## config.mk

```make
export PLATFORM = sky130hd
export DESIGN_NAME = cordic_share_arbiter
export DESIGN_NICKNAME = d
export VERILOG_FILES = /design/src/rtl/cordic_share_arbiter.sv
export SDC_FILE = /design/constraint.sdc
export NUM_CORES = 1
export LEC_CHECK = 0
export BUFFER_PORTS_ARGS = -buffer_cell sky130_fd_sc_hd__buf_4
export CELL_PAD_IN_SITES_DETAIL_PLACEMENT = 2
export CELL_PAD_IN_SITES_GLOBAL_PLACEMENT = 2
export CORE_ASPECT_RATIO = 2
export CORE_MARGIN = 2
export CORE_UTILIZATION = 28
export DETAILED_ROUTE_END_ITERATION = 16
export PLACE_DENSITY = 0.88
export SETUP_SLACK_MARGIN = 0.3
export SLEW_MARGIN = 20
export SYNTH_ARGS = -nofsm -noshare
export SYNTH_HDL_FRONTEND = slang
export SYNTH_SLANG_ARGS = --single-unit
```

## constraint.sdc

```tcl
create_clock -name clock -period 5.52 [get_ports clock]
set_input_delay 1.104 -clock clock [delete_from_list [all_inputs] [get_ports clock]]
set_output_delay 1.104 -clock clock [all_outputs]
set_load 0.02 [all_outputs]
```

## src/rtl/cordic_share_arbiter.sv

```systemverilog
// cordic_share_arbiter: round-robin time-sharing of one non-pipelined CORDIC among NUM_CH I/Q requesters.
// Define CORDIC_ARB_PRIO_EN to give channel 0 strict priority; the other channels round-robin among themselves.
module cordic_share_arbiter #(
    parameter  int NUM_CH     = 4,
    parameter  int CORDIC_LAT = 3,
    localparam int CH_W       = $clog2(NUM_CH),
    localparam int CNT_W      = $clog2(CORDIC_LAT + 1)
) (
    input  logic                clock,
    input  logic                reset,
    input  logic [NUM_CH-1:0]   i_req,
    input  logic [NUM_CH*4-1:0] i_I,
    input  logic [NUM_CH*4-1:0] i_Q,
    output logic [NUM_CH-1:0]   o_gnt,
    output logic [3:0]          o_cordic_I,
    output logic [3:0]          o_cordic_Q,
    input  logic [15:0]         i_cordic_angle,
    output logic [15:0]         o_angle,
    output logic [CH_W-1:0]     o_ch,
    output logic                o_valid,
    output logic                o_busy
);
    typedef enum logic [2:0] {IDLE, ARB, ISSUE, WAIT, CAPTURE, DONE} state_t;
    state_t            r_state;
    logic [CH_W-1:0]   r_ptr;
    logic [CH_W-1:0]   r_sel;
    logic [CNT_W-1:0]  r_cnt;
    logic [CH_W-1:0]   w_pick;
    logic [CH_W-1:0]   w_win;
    logic [NUM_CH-1:0] w_req;
    logic              w_prio;
`ifdef CORDIC_ARB_PRIO_EN
    assign w_prio = i_req[0];
    assign w_req  = {i_req[NUM_CH-1:1], 1'b0};
`else
    assign w_prio = 1'b0;
    assign w_req  = i_req;
`endif
    // Channels above the pointer outrank those at or below it; lowest index wins within each group.
    always_comb begin
        w_pick = '0;
        for (int k = NUM_CH - 1; k >= 0; k--)
            if (w_req[k] && CH_W'(k) <= r_ptr) w_pick = CH_W'(k);
        for (int k = NUM_CH - 1; k >= 0; k--)
            if (w_req[k] && CH_W'(k) > r_ptr) w_pick = CH_W'(k);
    end
    assign w_win = w_prio ? '0 : w_pick;
    always_ff @(posedge clock) begin
        if (!reset) begin
            r_state    <= IDLE;
            r_ptr      <= CH_W'(NUM_CH - 1);
            r_sel      <= '0;
            r_cnt      <= '0;
            o_gnt      <= '0;
            o_cordic_I <= '0;
            o_cordic_Q <= '0;
            o_angle    <= '0;
            o_ch       <= '0;
            o_valid    <= 1'b0;
            o_busy     <= 1'b0;
        end else begin
            o_gnt   <= '0;
            o_valid <= 1'b0;
            case (r_state)
                IDLE: r_state <= ARB;
                ARB: if (|i_req) begin
                    r_sel      <= w_win;
                    r_ptr      <= w_prio ? r_ptr : w_win;
                    o_cordic_I <= i_I[4*w_win +: 4];
                    o_cordic_Q <= i_Q[4*w_win +: 4];
                    o_gnt      <= NUM_CH'(1) << w_win;
                    o_busy     <= 1'b1;
                    r_state    <= ISSUE;
                end
                ISSUE: begin
                    r_cnt   <= CNT_W'(CORDIC_LAT - 1);
                    r_state <= (CORDIC_LAT == 1) ? CAPTURE : WAIT;
                end
                WAIT: begin
                    r_cnt   <= r_cnt - CNT_W'(1);
                    r_state <= (r_cnt == CNT_W'(1)) ? CAPTURE : WAIT;
                end
                CAPTURE: begin
                    o_angle <= i_cordic_angle;
                    o_ch    <= r_sel;
                    o_valid <= 1'b1;
                    r_state <= DONE;
                end
                DONE: begin
                    o_busy  <= 1'b0;
                    r_state <= ARB;
                end
                default: r_state <= IDLE;
            endcase
        end
    end
endmodule

```

==> flow_summary.yaml <==
outcome:
  outcome: "finished, final reports clean"
sta:
  relSlewSlack_pct: 44.40
  finClkSkew_ns: 0.004421
  tightest_slew_ns: 0.8330
  whs_ns: 0.4610
  period_share_pct: 46.43
  max_freq_mhz: 390.2
  finalHoldViolations: 0
  tns_ns: 0
  rsz0062_at_grt: "false"
  fin_crit_ns: 2.563
  drv_slew: 0
  finalSetupViolCount: 0
cells_and_area:
  area_delta_synth_final_pct: 44.67
  layout.nets: 342
  final_cell_mix: "buf_4 (85), nand2_1 (45), dfxtp_1 (41)"
  diodes: 0
  fillers: 764
  layout-drive-gt1-share_pct: 39.58
  final_common_cell: "buf_4"
clock_tree:
  ctsResizeCount: 0
  clkTransAtPathRegs_ns: 0.06
  cts-hold-fix-buffers: 0
  clockRootBuffer: "clkbuf_16"
  post_cts_buffers: 0
  htreeDepth: 2
  numCtsBuffers: 5
  clock_latency_ns: 0.28
  cts_sinks: 41
  cts_tree: "done"
  clock_path_buffers: 2
place:
  dpl.hpwl_um: 4565
  place_congestion: 0.7454
  portBuffers: 85
power:
  power_mw: 0.7808
  cellPowerDensity_nw_per_um2: 289.3
  ir_worst_vdd_mv: 0.1919
  p_leak_nw: 1.175
logic_synthesis:
  synth_edf_count: 0
  synth-async-reset-ratio_pct: 0
  syn_avg_cell_area_um2: 9.012
  yosysWarnings: 0
  synth_nets: 262
  synth-main-ff-cell: "dfxtp_1"
  netlist_instances: 207
  yosysUniqueCellTypes: 43
  mappedNetlistArea_um2: 1866
  synth_seq_cells: 41
  ys_seq_area_share_pct: 44.00
die:
  die_h_um: 119.4
  num_rows: 42
  start_util_pct: 28.63
  die_w_um: 61.72
  dieArea_um2: 7371
  io_pins: 86
  coreArea_um2: 6516
route:
  drc_errors: 0
  drt_first_pass_iters: 4
  post_drt_wl_per_cell_um: 16.55
  routed_wl_um: 6223
  vias_per_cell: 4.851
  drt_iter0_drc: 56
  via_count: 1824
  ant_nets: 0
global_route:
  grt.total_usage_pct: 18.13
  first_global_vias: 2038
  grt-ovfl-total: 0
  grt_max_degree: 26
  grt_pass1_wl_um: 10110
  antenna_found_initial: 0
setup_path:
  end_kind: "flop"
  crit_chain: "buf_4 -> and2b_4 -> o21ba_1 -> nor2_8 -> mux2_4 -> a221o_1"
  cp-start-kind: "input pin"
  critical_path_class: "input pin to flop"
  slowest_delay_ns: 0.43
  cp_num_buf_inv: 1
  cp_slowest_cell: "o21ba_1"
  worstPathArrival_ns: 2.73
  crit_fanout: 10
  cp_top_family: "compound AO/OA/AOI/OAI gates"
  required_ns: 5.69
run:
  max-cap-violations: 0
hold_path:
  hp-class: "flop to flop"
==> power breakdown <==
part | internal (mW) | switching (mW) | leakage, nW
registers | 0.311 | 0.0149 | 0.333
clock network | 0.194 | 0.117 | 0.0805
logic | 0.0731 | 0.0711 | 0.761
==> cell families (layout without fill, tap and decap cells) <==
group	Yosys count	in the layout	share of synthesized area, %
DFF	41	41	44.00
adders and majority gates	1	1	0.6706
and+or+nand+nor	80	80	20.79
buffers and inverters	16	97	5.231
muxes	10	10	7.512
AOI/OAI and AO/OA	59	59	21.80
==> worst min-delay path: stages, from the launching register on <==
cell and delay (ns):
dfxtp_1 0.31, nand2_1 0.05, nand2_1 0.05
==> cells in the mapped netlist, drive strengths merged (3+ instances only) <==
library cell	n	share of area (%)
nor2	11	3.1
dfxtp	41	44
buf	4	1.7
clkbuf	8	2.7
a221o	7	3.8
nand2b	3	1.0
mux2	8	6.2
nand2	45	9.1
nand3	9	2.4
inv	4	0.80
a21oi	28	7.5
o21ai	10	2.7
==> metal layers <==
metal | vias to the layer above | track usage (%) | wire length [µm]
met5 | - | 0 | 0
met4 | 0 | 5.585 | 87
met3 | 7 | 3.583 | 271
met2 | 47 | 31.91 | 3455
met1 | 887 | 20.87 | 2410
li1 | 883 | - | -
==> path summary, 6_finish.rpt <==
path / start / end / slack, ns / depth (start not counted)
min: r_sel[1] / r_sel[1] / 0.46 / 2
max: i_req[0] / o_cordic_I[2] / 2.96 / 6
max reg2reg: r_ptr[1] / r_ptr[0] / 3.34 / 5
min reg2reg: r_sel[1] / r_sel[1] / 0.46 / 2
==> layout make-up <==
cell class,count,area (µm²),share of cell area [%]
Multi-Input combinational cell,150,953.4,35.33
Clock buffer,7,152.6,5.656
Sequential cell,41,820.8,30.41
Inverter,4,15.01,0.5563
Tap cell,88,110.1,4.080
Timing Repair Buffer,85,638.1,23.64
Clock inverter,1,8.758,0.3245
==> flip-flops by register name, indices dropped and copies added (netlist names) <==
| name | cells |
|---|---|
| r_state | 3 |
| o_gnt | 4 |
| o_cordic_Q | 4 |
| o_ch | 2 |
| r_sel | 2 |
| o_busy | 1 |
| o_angle | 16 |
| r_cnt | 2 |
| o_valid | 1 |
| r_ptr | 2 |
| o_cordic_I | 4 |
==> metrics by stage <==
step           cells  utilization, %  setup slack, ns  area, µm²
2_1_floorplan    207               -            3.003       1866
3_3_place_gp     368           38.84            2.696       2531
3_5_place_dp     368           38.84            2.646       2531
4_1_cts          376           41.32            2.938       2693
5_1_grt          376           41.42            2.798       2699
6_report         376           41.42            2.957       2699
Power figures use the tool's default switching activity.
